<file path="config.mk">
export PLATFORM = sky130hd
export DESIGN_NAME = packet_mux
export DESIGN_NICKNAME = d
export VERILOG_FILES = /design/src/rtl/packet_mux.sv
export SDC_FILE = /design/constraint.sdc
export NUM_CORES = 1
export LEC_CHECK = 0
export CAP_MARGIN = 20
export CORE_MARGIN = 4
export CORE_UTILIZATION = 42
export DETAILED_ROUTE_END_ITERATION = 10
export PLACE_DENSITY = 0.95
export SKIP_LAST_GASP = 1
export SLEW_MARGIN = 20
export SYNTH_ARGS = -nofsm -noshare
export SYNTH_HDL_FRONTEND = slang
export SYNTH_HIERARCHICAL = 1
export SYNTH_SLANG_ARGS = --single-unit
</file>
<file path="constraint.sdc">
create_clock -name clk -period 5.2 [get_ports clk]
set_clock_uncertainty 0.05 [all_clocks]
set_input_delay 1.04 -clock clk [delete_from_list [all_inputs] [get_ports clk]]
set_output_delay 1.04 -clock clk [all_outputs]
set_load 0.02 [all_outputs]
</file>
<file path="src/rtl/packet_mux.sv">
// packet_mux: forwards one arbiter-granted input packet stream at a time to a
// single registered output stream. A port stays locked from the first accepted
// grant until its last beat, then the request vector drops for one cycle so the
// arbiter can rotate.
// Optional build macro: PACKET_MUX_STATS_EN adds per-port packet counters
// (pkt_count) and a sticky bad-grant flag (grant_err).

// Per-port slice: handshake gating, data masking and (optionally) the packet counter.
module packet_mux_lane #(
    parameter int DATA_WIDTH = 32
) (
`ifdef PACKET_MUX_STATS_EN
    input  logic                  clk,
    input  logic                  rst,
    output logic [15:0]           o_count,
`endif
    input  logic                  i_lock,
    input  logic                  i_fwd,
    input  logic                  i_out_free,
    input  logic                  i_valid,
    input  logic                  i_last,
    input  logic [DATA_WIDTH-1:0] i_data,
    output logic                  o_ready,
    output logic                  o_fire,
    output logic                  o_last,
    output logic [DATA_WIDTH-1:0] o_data
);
    // Only the locked lane may ever be ready; its data/last are masked so the
    // top-level mux is a plain OR and unlocked s_data never reaches a register.
    assign o_ready = i_fwd & i_lock & i_out_free;
    assign o_fire  = o_ready & i_valid;
    assign o_last  = i_lock & i_last;
    assign o_data  = i_lock ? i_data : '0;

`ifdef PACKET_MUX_STATS_EN
    logic [15:0] r_count;

    // Count completed packets; the 16-bit counter wraps naturally.
    always_ff @(posedge clk or posedge rst) begin
        if (rst)
            r_count <= '0;
        else if (o_fire && i_last)
            r_count <= r_count + 16'd1;
    end

    assign o_count = r_count;
`endif
endmodule

module packet_mux #(
    parameter int NUM_PORTS  = 3,
    parameter int DATA_WIDTH = 32,
    parameter int IDX_WIDTH  = 2
) (
    input  logic                            clk,
    input  logic                            rst,
    input  logic [NUM_PORTS-1:0]            s_valid,
    input  logic [NUM_PORTS-1:0]            s_last,
    input  logic [NUM_PORTS*DATA_WIDTH-1:0] s_data,
    output logic [NUM_PORTS-1:0]            s_ready,
    output logic [NUM_PORTS-1:0]            request,
    input  logic [NUM_PORTS-1:0]            grant,
    input  logic                            active,
    output logic                            m_valid,
    output logic                            m_last,
    output logic [DATA_WIDTH-1:0]           m_data,
    output logic [IDX_WIDTH-1:0]            m_port,
`ifdef PACKET_MUX_STATS_EN
    output logic [NUM_PORTS*16-1:0]         pkt_count,
    output logic                            grant_err,
`endif
    input  logic                            m_ready
);
    typedef enum logic [1:0] {
        IDLE    = 2'd0,
        FWD     = 2'd1,
        RELEASE = 2'd2
    } state_t;

    state_t                               r_state;
    logic [NUM_PORTS-1:0]                 r_lock;
    logic [IDX_WIDTH-1:0]                 r_idx;
    logic                                 r_m_valid;
    logic                                 r_m_last;
    logic [DATA_WIDTH-1:0]                r_m_data;
    logic [IDX_WIDTH-1:0]                 r_m_port;

    logic                                 w_fwd;
    logic                                 w_out_free;
    logic                                 w_grant_onehot;
    logic                                 w_grant_valid;
    logic                                 w_take_grant;
    logic [IDX_WIDTH-1:0]                 w_grant_idx;
    logic [NUM_PORTS-1:0]                 w_fire;
    logic [NUM_PORTS-1:0]                 w_lane_last;
    logic [NUM_PORTS-1:0][DATA_WIDTH-1:0] w_lane_data;
    logic                                 w_accept;
    logic                                 w_beat_last;
    logic [DATA_WIDTH-1:0]                w_beat_data;

    assign w_fwd      = (r_state == FWD);
    // The single output slot can take a beat if empty or draining this cycle.
    assign w_out_free = ~r_m_valid | m_ready;

    // A grant is only honoured if it is one-hot and names a port that is
    // actually presenting a beat; anything else is left for the arbiter to fix.
    assign w_grant_onehot = (grant != '0) && ((grant & (grant - NUM_PORTS'(1))) == '0);
    assign w_grant_valid  = ((grant & ~s_valid) == '0);
    assign w_take_grant   = (r_state == IDLE) && active && w_grant_onehot && w_grant_valid;

    // Encode the granted port index once, at lock time.
    always_comb begin
        w_grant_idx = '0;
        for (int i = 0; i < NUM_PORTS; i++)
            if (grant[i]) w_grant_idx = IDX_WIDTH'(i);
    end

    genvar g;
    generate
        for (g = 0; g < NUM_PORTS; g++) begin : g_lane
            packet_mux_lane #(
                .DATA_WIDTH (DATA_WIDTH)
            ) u_lane (
`ifdef PACKET_MUX_STATS_EN
                .clk        (clk),
                .rst        (rst),
                .o_count    (pkt_count[g*16 +: 16]),
`endif
                .i_lock     (r_lock[g]),
                .i_fwd      (w_fwd),
                .i_out_free (w_out_free),
                .i_valid    (s_valid[g]),
                .i_last     (s_last[g]),
                .i_data     (s_data[g*DATA_WIDTH +: DATA_WIDTH]),
                .o_ready    (s_ready[g]),
                .o_fire     (w_fire[g]),
                .o_last     (w_lane_last[g]),
                .o_data     (w_lane_data[g])
            );
        end
    endgenerate

    // OR-reduce the masked lanes; at most one is locked.
    always_comb begin
        w_beat_data = '0;
        for (int i = 0; i < NUM_PORTS; i++)
            w_beat_data = w_beat_data | w_lane_data[i];
    end

    assign w_accept    = |w_fire;
    assign w_beat_last = |w_lane_last;

    // Request: raw valids while idle, the lock while forwarding (held through
    // source gaps), and nothing during RELEASE or reset so the arbiter rotates.
    always_comb begin
        request = '0;
        if (!rst) begin
            case (r_state)
                IDLE:    request = s_valid;
                FWD:     request = r_lock;
                default: request = '0;
            endcase
        end
    end

    // Port-lock FSM: latch a clean grant, forward until the last beat, release.
    always_ff @(posedge clk or posedge rst) begin
        if (rst) begin
            r_state <= IDLE;
            r_lock  <= '0;
            r_idx   <= '0;
        end else begin
            case (r_state)
                IDLE: begin
                    if (w_take_grant) begin
                        r_lock  <= grant;
                        r_idx   <= w_grant_idx;
                        r_state <= FWD;
                    end
                end
                FWD: begin
                    if (w_accept && w_beat_last)
                        r_state <= RELEASE;
                end
                RELEASE: begin
                    r_lock  <= '0;
                    r_state <= IDLE;
                end
                default: begin
                    r_lock  <= '0;
                    r_state <= IDLE;
                end
            endcase
        end
    end

    // Output slot: load on accept (even while draining), clear on drain only.
    always_ff @(posedge clk or posedge rst) begin
        if (rst) begin
            r_m_valid <= 1'b0;
            r_m_last  <= 1'b0;
            r_m_data  <= '0;
            r_m_port  <= '0;
        end else if (w_accept) begin
            r_m_valid <= 1'b1;
            r_m_last  <= w_beat_last;
            r_m_data  <= w_beat_data;
            r_m_port  <= r_idx;
        end else if (m_ready) begin
            r_m_valid <= 1'b0;
        end
    end

    assign m_valid = r_m_valid;
    assign m_last  = r_m_last;
    assign m_data  = r_m_data;
    assign m_port  = r_m_port;

`ifdef PACKET_MUX_STATS_EN
    logic r_grant_err;
    logic w_grant_bad;

    // Multi-hot, or naming a port that is not presenting a beat.
    assign w_grant_bad = ((grant != '0) && !w_grant_onehot) || !w_grant_valid;

    // Sticky bad-grant flag, only meaningful while waiting for a grant.
    always_ff @(posedge clk or posedge rst) begin
        if (rst)
            r_grant_err <= 1'b0;
        else if ((r_state == IDLE) && active && w_grant_bad)
            r_grant_err <= 1'b1;
    end

    assign grant_err = r_grant_err;
`else
    // Statistics disabled: no counters and no grant-error flag are built.
`endif
endmodule
</file>
==> summary.json <==
{
  "status": {
    "run_status": "completed"
  },
  "clock_network": {
    "root_buffer": "sky130_fd_sc_hd__clkbuf_8",
    "tritoncts": "yes",
    "postCtsHoldBufs": 0,
    "clk_latency_ps": 280,
    "clk_transition_reported_paths_ps": 80,
    "clock_tree.buffer_depth": 2,
    "cts_num_sinks": 43,
    "cts.repair_timing.setup_buffer_count": 0,
    "cts_inserted_buffers": 5,
    "clock_tree.htree_level_count": 2,
    "post_cts_resize_count": 0
  },
  "power_and_ir_drop": {
    "fin_total_pwr_mw": 2.00,
    "power.combinational.fraction": 0.568,
    "cell_internal_pwr_mw": 1.18,
    "power.sequential.fraction": 0.333,
    "p_leak_nw": 1.84,
    "irDropWorstVdd_mv": 0.484,
    "power.switching_fraction": 0.411,
    "power_switching_mw": 0.820,
    "power_density_nw_per_um2": 464,
    "clock_power_share": 0.099
  },
  "placement": {
    "placedInstanceArea_um2": 4220,
    "numPortBuffers": 150,
    "count_of_placed_standard_cells_including_taps": 510,
    "post-dp-hpwl_um": 6090,
    "gp_congestion": 0.778
  },
  "timing": {
    "final_worst_hold_slack_ps": 436,
    "final_period_minus_worst_setup_slack_ps": 3620,
    "max_slew.worst_pin.slew_ps": 1040,
    "fmax_mhz": 276,
    "final_min_period_over_clock_period": 0.696,
    "grt_setup_unrepaired": "no",
    "finalHoldViolCount": 0,
    "relSlewSlack": 0.310,
    "timing.setup.tns_ps": 0,
    "number_of_pins_exceeding_their_max_slew_limit_in_the_final_report": 0,
    "finalSetupViolCount": 0
  },
  "synth": {
    "synth_nets": 410,
    "postSynthRegisterBits": 43,
    "synthesis.yosys.warnings": 6,
    "netlist_area_um2": 2690,
    "syn_area_per_cell_um2": 8.95,
    "yosys.cell_types.count": 27,
    "synth-seq-area-share": 0.399,
    "synthesis.instances": 301
  },
  "cells_and_area": {
    "fin_nets": 551,
    "mostFrequentLayoutCells": "150 x sky130_fd_sc_hd__clkdlybuf4s50_1, 99 x sky130_fd_sc_hd__and2_2, 42 x sky130_fd_sc_hd__dfrtp_1",
    "layoutNonFillerInstCount": 518,
    "most_common_library_cell_in_the_layout_ignoring_fill_and_taps": "sky130_fd_sc_hd__clkdlybuf4s50_1",
    "antenna_cells_inserted": 0,
    "final_area_um2": 4300,
    "share_of_layout_cells_above_drive_strength_1": 0.275,
    "area_delta_synth_final_pct": 59.5
  },
  "global_route": {
    "number_of_antenna_violations_at_the_first_check_in_global_routing": 0,
    "via_count_of_the_first_global_routing_pass": 2848,
    "maximum_number_of_pins_on_one_net_before_global_route_repair": 69,
    "grt_first_pass_wirelength_um": 13000,
    "global_route.usage.total": 0.212,
    "global_route.overflow_total": 0
  },
  "die": {
    "die-area_um2": 7760,
    "std_cell_rows": 28,
    "die-width_um": 88.1,
    "ioPinCount": 151,
    "die_h_um": 88.1,
    "floorplan.initialDensity": 0.444,
    "placeableCoreArea_um2": 6060
  },
  "detailed_routing": {
    "postRouteWirelength_um": 7990,
    "drt_wl_cell_um": 15.4,
    "viasPerCell": 4.94,
    "initialDrtViolationCount": 69,
    "total_via_count_in_the_routed_design": 2557,
    "drt_first_pass_iters": 4,
    "final_antenna_net_count": 0,
    "post-route-drc-count": 0
  },
  "setup_path": {
    "critPathCaptureType": "primary output",
    "critPathRequiredTime_ps": 4110,
    "worst-setup-path-type": "input port to primary output",
    "setup.worst_path.start_class": "input port",
    "worstPathArrival_ps": 2530,
    "timing.critical_path.fanout_max": 3
  },
  "min_path": {
    "hold_class": "flip-flop to flip-flop"
  },
  "run": {
    "cap_violations": 0
  }
}
## final cells by class
cell class                 instances  area, µm²
fill                             480       1760
multi-input combinational        239       1530
timing repair buffer             151       1510
sequential                        43       1080
tap                               75       93.8
clock buffer                       7       76.3
inverter                           2       7.51
clock inverter                     1       5.00
## power groups by stage
stage	Combinational [mW]	Sequential (mW)	Clock [mW]
floorplan	0.605	0.724	0
global placement	1.10	0.659	0
detailed placement	1.14	0.672	0
CTS	1.15	0.667	0.206
global route	1.25	0.698	0.223
finish	1.13	0.664	0.198
## stage by stage
| stage | util | setup slack (ps) |
|---|---|---|
| after floorplan | - | 2560 |
| after global placement | 0.696 | 1640 |
| after detailed placement | 0.696 | 1570 |
| after CTS | 0.709 | 1570 |
| after global routing | 0.709 | 1530 |
| final | 0.709 | 1580 |
## state kept, by name (all words and copies together) (netlist names)
signal and cells:
m_data 32, r_lock 3, m_port 2, r_idx 2
r_state 2, m_last 1, m_valid 1
## synth_stat cells
cell,instances,area (µm²)
sky130_fd_sc_hd__buf_2,1,5.00
sky130_fd_sc_hd__and4_2,3,30.0
sky130_fd_sc_hd__nor2b_4,1,13.8
sky130_fd_sc_hd__dfrtp_1,43,1080
sky130_fd_sc_hd__clkbuf_2,9,45.0
sky130_fd_sc_hd__nor3_1,36,180
sky130_fd_sc_hd__nand2b_1,1,6.26
sky130_fd_sc_hd__nor3b_1,1,7.51
sky130_fd_sc_hd__and2_2,99,743
sky130_fd_sc_hd__and2b_2,3,26.3
sky130_fd_sc_hd__nor4b_4,1,23.8
sky130_fd_sc_hd__and2b_4,1,10.0
sky130_fd_sc_hd__nand2_1,41,154
sky130_fd_sc_hd__or3_1,1,6.26
sky130_fd_sc_hd__inv_1,2,7.51
sky130_fd_sc_hd__o21ai_1,33,165
sky130_fd_sc_hd__buf_4,1,7.51
sky130_fd_sc_hd__mux2_1,5,56.3
sky130_fd_sc_hd__o21ai_0,1,5.00
sky130_fd_sc_hd__clkbuf_1,5,18.8
sky130_fd_sc_hd__and3_2,3,22.5
sky130_fd_sc_hd__buf_6,1,11.3
sky130_fd_sc_hd__nor3_2,1,10.0
sky130_fd_sc_hd__nand3_2,1,10.0
sky130_fd_sc_hd__a21oi_1,1,5.00
sky130_fd_sc_hd__mux2i_1,4,40.0
sky130_fd_sc_hd__nor2_1,2,7.51
## final timing paths
path	from	end	slack, ps	cells past startpoint
max in group asynchronous	rst	r_lock[0]	3200	2
worst min register to register	m_data[14]	m_data[14]	440	2
worst max-delay path	s_valid[1]	request[1]	1580	4
worst min-delay path	m_data[14]	m_data[14]	440	2
min in group asynchronous	rst	m_last	1300	2
worst max register to register	r_lock[1]	m_data[18]	2860	5
## metal layers
metal  track usage  share of wire  up-vias  routed length, µm
met5             0              0        -                  0
met4        0.0549          0.014        0                112
met3        0.0611          0.087       13                695
met2         0.406           0.52       99               4160
met1         0.227           0.38     1173               3020
li1              -              -     1272                  -
## logic make-up after synthesis
logic type	after synthesis	synth area share
simple gates	195	0.464
mux	9	0.0358
flops	43	0.399
compound gates	35	0.0650
buf+inv	19	0.0353
## worst max-delay path, stage by stage
cell                              delay [ps]
sky130_fd_sc_hd__clkdlybuf4s50_1         540
sky130_fd_sc_hd__mux2i_1                 100
sky130_fd_sc_hd__nor3_1                  200
sky130_fd_sc_hd__clkdlybuf4s50_1         660
Note: power is estimated with default switching activity, not from simulation.
